**src/rtl/instr_fetch_unit.sv**
```systemverilog
// Instruction fetch stage: PC, one-outstanding imem request, single-entry
// instruction buffer toward decode, next-PC selection and misalignment trap.
module instr_fetch_unit #(
    parameter logic [31:0] RESET_PC = 32'h0000_0000
) (
    input  logic        clk,
    input  logic        rst_n,
    output logic        imem_req,
    output logic [31:0] imem_addr,
    input  logic        imem_rvalid,
    input  logic [31:0] imem_rdata,
    output logic        instr_valid,
    input  logic        decode_ready,
    output logic [31:0] instr,
    output logic [31:0] pc_out,
    output logic [6:0]  op,
    output logic [2:0]  funct3,
    output logic        funct7,
    input  logic        pcSrc,
    input  logic [31:0] pc_target,
    input  logic        flush,
    input  logic [31:0] flush_pc,
    output logic        fetch_fault
);

    typedef enum logic [2:0] {
        FETCH,
        WAIT,
        HOLD,
        DISCARD,
        HALT
    } state_t;

    state_t      state;
    state_t      stateNext;
    state_t      redirState;
    logic [31:0] pc;
    logic [31:0] pcNext;
    logic [31:0] instrQ;
    logic [31:0] instrNext;
    logic [31:0] pcOutQ;
    logic [31:0] pcOutNext;
    logic [31:0] selPc;
    logic        fault;
    logic        faultNext;
    logic        live;
    logic        consume;
    logic        doRedirect;
    logic        misaligned;

    assign consume    = (state == HOLD) && decode_ready;
    assign selPc      = flush ? flush_pc : (pcSrc ? pc_target : pcOutQ + 32'd4);
    assign misaligned = |selPc[1:0];

    always_ff @(posedge clk or negedge rst_n) begin
        if (!rst_n) begin
            state  <= FETCH;
            pc     <= RESET_PC;
            instrQ <= 32'h0000_0013;
            pcOutQ <= 32'h0;
            fault  <= 1'b0;
            live   <= 1'b0;
        end else begin
            state  <= stateNext;
            pc     <= pcNext;
            instrQ <= instrNext;
            pcOutQ <= pcOutNext;
            fault  <= faultNext;
            live   <= 1'b1;
        end
    end

    always_comb begin
        stateNext  = state;
        pcNext     = pc;
        instrNext  = instrQ;
        pcOutNext  = pcOutQ;
        faultNext  = fault;
        doRedirect = 1'b0;
        redirState = FETCH;
        unique case (state)
            FETCH: begin
                // live gates the very first cycle out of reset
                if (live) begin
                    stateNext  = WAIT;
                    doRedirect = flush;
                    redirState = DISCARD;
                end
            end
            WAIT: begin
                if (flush) begin
                    doRedirect = 1'b1;
                    redirState = imem_rvalid ? FETCH : DISCARD;
                end else if (imem_rvalid) begin
                    instrNext = imem_rdata;
                    pcOutNext = pc;
                    stateNext = HOLD;
                end
            end
            HOLD: begin
                doRedirect = flush || consume;
                redirState = FETCH;
            end
            DISCARD: begin
                if (imem_rvalid) stateNext = FETCH;
                doRedirect = flush;
                redirState = imem_rvalid ? FETCH : DISCARD;
            end
            HALT: begin
                doRedirect = flush;
                redirState = FETCH;
            end
            default: stateNext = HALT;
        endcase
        if (doRedirect) begin
            if (misaligned) begin
                faultNext = 1'b1;
                stateNext = HALT;
            end else begin
                pcNext    = selPc;
                stateNext = redirState;
            end
        end
    end

    assign imem_req    = live && (state == FETCH);
    assign imem_addr   = pc;
    assign instr_valid = (state == HOLD);
    assign instr       = instrQ;
    assign pc_out      = pcOutQ;
    assign op          = instrQ[6:0];
    assign funct3      = instrQ[14:12];
    assign funct7      = instrQ[30];
    assign fetch_fault = fault;

endmodule

```
**config.mk**
```make
export PLATFORM = sky130hd
export DESIGN_NAME = instr_fetch_unit
export DESIGN_NICKNAME = d
export VERILOG_FILES = /design/src/rtl/instr_fetch_unit.sv
export SDC_FILE = /design/constraint.sdc
export NUM_CORES = 1
export LEC_CHECK = 0
export ABC_AREA = 1
export CAP_MARGIN = 5
export CORE_ASPECT_RATIO = 1.4
export CORE_UTILIZATION = 30
export CTS_CLUSTER_DIAMETER = 60
export DETAILED_ROUTE_END_ITERATION = 10
export SLEW_MARGIN = 20
export SYNTH_ARGS = -nofsm -noshare
export SYNTH_HDL_FRONTEND = slang
export SYNTH_SLANG_ARGS = --single-unit
```
**constraint.sdc**
```tcl
create_clock -name clk -period 2.55 [get_ports clk]
set_clock_uncertainty 0.1 [all_clocks]
set_input_delay 0.765 -clock clk [delete_from_list [all_inputs] [get_ports clk]]
set_output_delay 0.765 -clock clk [all_outputs]
set_load 0.01 [all_outputs]
```
# ---- Word-level counts from Yosys, hierarchy flattened
# Index checks and enable logic that the tools add are counted.
dict set report totals {
  register_bits 101
  output_inout_bits 110
  wordCells 45
}
dict set report op_classes {
  add_sub_neg 1
  n_eq_ne 9
  n_mux 16
  bitwise 2
  reduce_logical 11
}
# operator count
set op_table {}
lappend op_table {{32-bit 2-to-1 mux} 2}
lappend op_table {{32-bit by 3-bit adder with 32-bit output, second input constant} 1}
lappend op_table {{3-bit 2-to-1 mux} 6}
lappend op_table {{3-bit != test, second input constant} 4}
lappend op_table {{3-bit case mux with 4 select lines} 1}
lappend op_table {{3-bit by 2-bit == test with 1-bit output, second input constant} 2}
lappend op_table {{2-bit 2-to-1 mux} 3}
lappend op_table {{2-bit case mux with 3 select lines} 1}
lappend op_table {{2-bit OR reduction} 3}
lappend op_table {{5-bit AND reduction} 1}
lappend op_table {{1-bit case mux with 4 select lines} 1}
lappend op_table {{2-bit AND reduction} 2}
lappend op_table {{3-bit by 1-bit == test with 1-bit output, second input constant} 1}
lappend op_table {{3-bit == test, second input constant} 1}
lappend op_table {{3-bit logical NOT} 1}
lappend op_table {{3-bit AND reduction} 1}
lappend op_table {{1-bit logical AND} 2}
lappend op_table {{1-bit 2-to-1 mux} 2}
lappend op_table {{2-bit by 1-bit != test with 1-bit output, second input constant} 1}
lappend op_table {{1-bit NOT} 2}
lappend op_table {{1-bit logical OR} 1}

# ---- Logic depth before layout (Yosys ltp)
dict set report logic_depth {
  ltp_word 6
  ltp_mapped 12
}

# ---- Least setup slack after synthesis
# No wires, ideal clock.
dict set report synth_timing {
  kind {input to register}
  start {input pcSrc}
  end {register pc[17], in the netlist imem_addr[17]}
  setup_time_ps 116
  t_arrival_ps 1760
  required_time_ps 2334
  slack_ps 574
  path_stages 12
  cell_sequence {buf_2 -> inv_1 -> nor2_1 -> nand2_1 -> nand3_1 -> o21ai_1 -> inv_2 -> nand2_8 -> buf_6 -> nor2_2 -> nand2_1 -> nand2_1}
}
dict set report synth_between {
  elab_chain_len 5
}
# element line
set synth_rtl {}
lappend synth_rtl {{start, declared} 19} ;# input logic pcSrc,
lappend synth_rtl {{32-bit 2-to-1 mux (*) (2 in a row)} 52} ;# assign selPc = flush ? flush_pc : (pcSrc ? pc_target : pcOutQ + 32'd4);
lappend synth_rtl {{2-bit OR reduction} 53} ;# assign misaligned = |selPc[1:0];
lappend synth_rtl {{1-bit NOT (no source line)} -}
lappend synth_rtl {{2-bit AND reduction (no source line)} -}
lappend synth_rtl {{end signal, assigned} 65} ;# pc <= pcNext;
lappend synth_rtl {{end, declared} 37} ;# logic [31:0] pc;
# Every way passes the cells marked *; elsewhere a longest branch is shown, timed or not.
# A chain may end at the register's enable or synchronous reset.

# ---- Final worst setup path
dict set report layout_timing {
  start {register state[2]}
  end {output instr_valid}
}
dict set report layout_between {
  elab_chain_len 1
}
# element line
set layout_rtl {}
lappend layout_rtl {{start, declared} 34} ;# state_t state;
lappend layout_rtl {{start signal, assigned} 64} ;# state <= stateNext;
lappend layout_rtl {{3-bit by 2-bit == test with 1-bit output} 128} ;# assign instr_valid = (state == HOLD);
lappend layout_rtl {{end, declared} 12} ;# output logic instr_valid,
# No other way between the ends.

==> results.tsv <==
stage	metric	value	unit
synth	Syn Nets	825	
placement	GP Congestion	0.8887	
worst_setup_path	Worst setup EP type	output pin	
worst_setup_path	slowest stage delay, CP	520	ps
synth	ys flop type	dfrtp_1	
worst_setup_path	critical path depth in cells	4	
global_routing	initial antenna violation count	1	
worst_setup_path	crit path DAT	1580	ps
detailed_routing	first-pass detailed-route iteration total	4	
outcome	status	finished, final reports clean	
placement	HPWL after DPL	13.25	mm
worst_setup_path	CP Max Fanout	6	
sta	Slew Viols, Final	0	
synth	EDFF count, synth	0	
worst_setup_path	dominant delay contributor by cell family on the critical path	buffers and inverters	
synth	YS warnings	0	
worst_setup_path	CP Cell Sequence	inv_1, nand3_2, inv_1, clkdlybuf4s50_1	
detailed_routing	final wirelength	17.60	mm
floorplanning	Die H	162.4	µm
floorplanning	Die W	116.6	µm
sta	post-route setup TNS	0	ps
sta	min Tclk post-route	2441	ps
worst_setup_path	Worst Path Required	1690	ps
cells_and_area	area grow syn2layout	50.10	%
min_path	type of the most critical hold path	primary input to asynchronous set/reset pin	
detailed_routing	Post-DRT Antenna Nets	0	
worst_setup_path	CP max-delay cell	clkdlybuf4s50_1	
clocking	Root Buffer	clkbuf_16	
cells_and_area	non-filler instance count after layout	1173	
floorplanning	Initial Util	0.3064	
sta	RSZ-0062 raised after global routing	false	
synth	Avg Cell Area, Syn	7.637	µm²
sta	Achievable Freq	0.4096	GHz
clocking	worst skew pair latency	360	ps
global_routing	first-pass GRT wire length	27.95	mm
global_routing	Total GRT Usage	0.1950	
sta	final setup violation count	0	
floorplanning	die footprint	0.01893	mm²
placement	port bufs	211	
clocking	CTS sink count	101	
sta	Hold Fails Final Rpt	0	
detailed_routing	Vias	5298	
worst_setup_path	most used cell along the critical path	inv_1	
synth	Syn Inst Count	722	
clocking	CTS tree	done	
sta	crit share post-route	0.9574	
worst_setup_path	reg-to-reg endpoint	imem_addr[18]$_DFFE_PN0P_	
clocking	clock buffer depth	2	
clocking	TritonCTS Buffers	9	
flow_run	max-cap viol count	0	
detailed_routing	Initial DRC Count	170	
floorplanning	IO Pins	212	
detailed_routing	drt wl/cell	15.01	µm
synth	Post-synth ARST share	1.000	
worst_setup_path	worst reg2reg path depth	10	
power_and_ir_drop	PwrDens	1048	mW/mm²
worst_setup_path	WP buf/inv	3	
worst_setup_path	r2r startpoint	pc_out[2]$_DFFE_PN0P_	
synth	#FFs+latches synth	101	
global_routing	vias in the first global route	5407	
worst_setup_path	critical path class	register to output pin	
detailed_routing	final routed DRC violation total	0	
power_and_ir_drop	Pleak	3.894	nW
global_routing	Overflow after GRT	0	
cells_and_area	layout cells sized above 1	0.1052	
power_and_ir_drop	Peak VDD IR	478.7	µV
floorplanning	row cnt	58	
cells_and_area	# nets final	1030	
synth	Post-Syn Area	0.005514	mm²
synth	synth unique cells	34	
worst_setup_path	type of origin of the critical path	register	
worst_setup_path	Worst R2R Setup Slack	530	ps
placement	dpl cells	1155	
clocking	clock-pin slew on the worst setup and hold paths	70	ps
clocking	H-tree levels	3	
clocking	hold-fix buffers at CTS	0	
floorplanning	core area	0.01800	mm²
global_routing	largest net degree at the start of global routing	75	
synth	Seq/Total Area, Yosys	0.4590	
detailed_routing	vias per cell	4.517	
-- worst max path at each step --
| stage | from | to | slack (ps) |
|---|---|---|---|
| floorplan | pcSrc | imem_addr[17]$_DFFE_PN0P_ | 570 |
| global placement | flush | imem_addr[29]$_DFFE_PN0P_ | 90 |
| detailed placement | flush | imem_addr[29]$_DFFE_PN0P_ | 70 |
| CTS | state[0]$_DFFE_PN0P_ | instr_valid | 80 |
| global route | state[2]$_DFFE_PN0P_ | instr_valid | 40 |
| finish | state[2]$_DFFE_PN0P_ | instr_valid | 110 |
-- cell usage after synthesis, types with 4 or more instances --
master / count / area (µm²)
mux2_2: 33 / 371.6
buf_2: 10 / 50.05
nand3_1: 24 / 120.1
nand2_1: 252 / 945.9
mux2_1: 4 / 45.04
o21ai_0: 23 / 115.1
clkbuf_1: 13 / 48.80
nor2_2: 11 / 68.82
o211ai_1: 7 / 52.55
a21oi_1: 39 / 195.2
nor2_1: 117 / 439.2
inv_1: 42 / 157.7
dfrtp_1: 98 / 2452
buf_4: 12 / 90.09
xnor2_1: 6 / 52.55
-- layout make-up --
class / count / area (µm²)
fillers: 1872 / 9721
multi-input cells: 538 / 2606
flip-flops and latches: 101 / 2532
repair buffers: 232 / 2341
well taps: 240 / 300.3
clock buffers: 11 / 242.7
inverters: 45 / 168.9
clock inverters: 5 / 82.58
diodes: 1 / 2.502
-- power breakdown --
group	switching, mW	leakage (nW)	internal [mW]
combinational	1.92	2.50	2.20
clock	0.649	0.160	0.892
sequential	0.709	1.23	2.30
total	3.28	3.89	5.40
-- flip-flops by register name, summed over array words and instances, names as in the netlist --
register,cells
fetch_fault,1
live,1
instr,32
imem_addr,32
pc_out,32
state,3
-- cell families (layout without fill, tap and decap cells) --
| family | after synthesis | in the layout | share of synthesized area |
|---|---|---|---|
| AO/OA/AOI/OAI | 75 | 75 | 0.07261 |
| XOR/XNOR | 9 | 9 | 0.01430 |
| adder cells (fa/ha/maj) | 1 | 1 | 0.002269 |
| buffers and inverters | 83 | 293 | 0.06966 |
| flip-flops | 101 | 101 | 0.4590 |
| multiplexers | 37 | 37 | 0.07556 |
| other | 1 | 2 | 0.0006801 |
| AND/OR/NAND/NOR | 415 | 415 | 0.3059 |
-- metal layers --
| metal | global-route usage | wire length, µm | vias to the layer above |
|---|---|---|---|
| li1 | - | - | 2678 |
| met1 | 0.2344 | 7291 | 2470 |
| met2 | 0.3365 | 9016 | 129 |
| met3 | 0.04094 | 856 | 21 |
| met4 | 0.07537 | 439 | 0 |
| met5 | 0 | 0 | - |
-- through the flow --
stage / area (µm²) / utilization / worst slack, ps / hold WS (ps) / total power [mW]
3_3_place_gp: 7941 / 0.4413 / 92.81 / 361.5 / 7.137
6_report: 8277 / 0.4599 / 108.6 / 100.5 / 8.673
4_1_cts: 8274 / 0.4597 / 79.95 / 94.50 / 8.762
5_1_grt: 8277 / 0.4599 / 38.39 / 90.69 / 9.303
3_5_place_dp: 7941 / 0.4413 / 74.40 / 365.8 / 7.179
2_1_floorplan: 5514 / - / 574.0 / 369.4 / 4.908
-- cell usage in the layout, fill, tap and decap left out, types with 3 or more instances in the layout --
cell             Yosys  layout
inv_2                3       3
a21oi_1             39      39
mux2_2              33      33
o21ai_0             23      23
dfrtp_1             98      97
buf_4               12      16
xnor2_1              6       6
nand3_1             24      24
nor2_2              11      11
mux2_1               4       4
xor2_1               3       3
o211ai_1             7       7
nor2_1             117     117
o21ai_1              3       3
clkdlybuf4s50_1      0     209
clkbuf_16            0       9
buf_12               0       6
dfstp_2              3       3
nand2_1            252     252
inv_1               42      42
-- timing repair --
action / CTS / global route
setup buffers: 1 / 0
resized for setup: 2 / 0
endpoints found under the setup margin: 1 / 0
-- worst reg2reg max path, stage by stage (launching register included) --
cell,delay (ps)
dfrtp_1,530
ha_1,230
nand3_1,200
inv_1,180
nand2_1,170
o21ai_0,210
nand2_1,70
nand2_1,60
nand3_1,60
nand2_1,70
nand2_1,40
(Power assumes the default switching activity.)
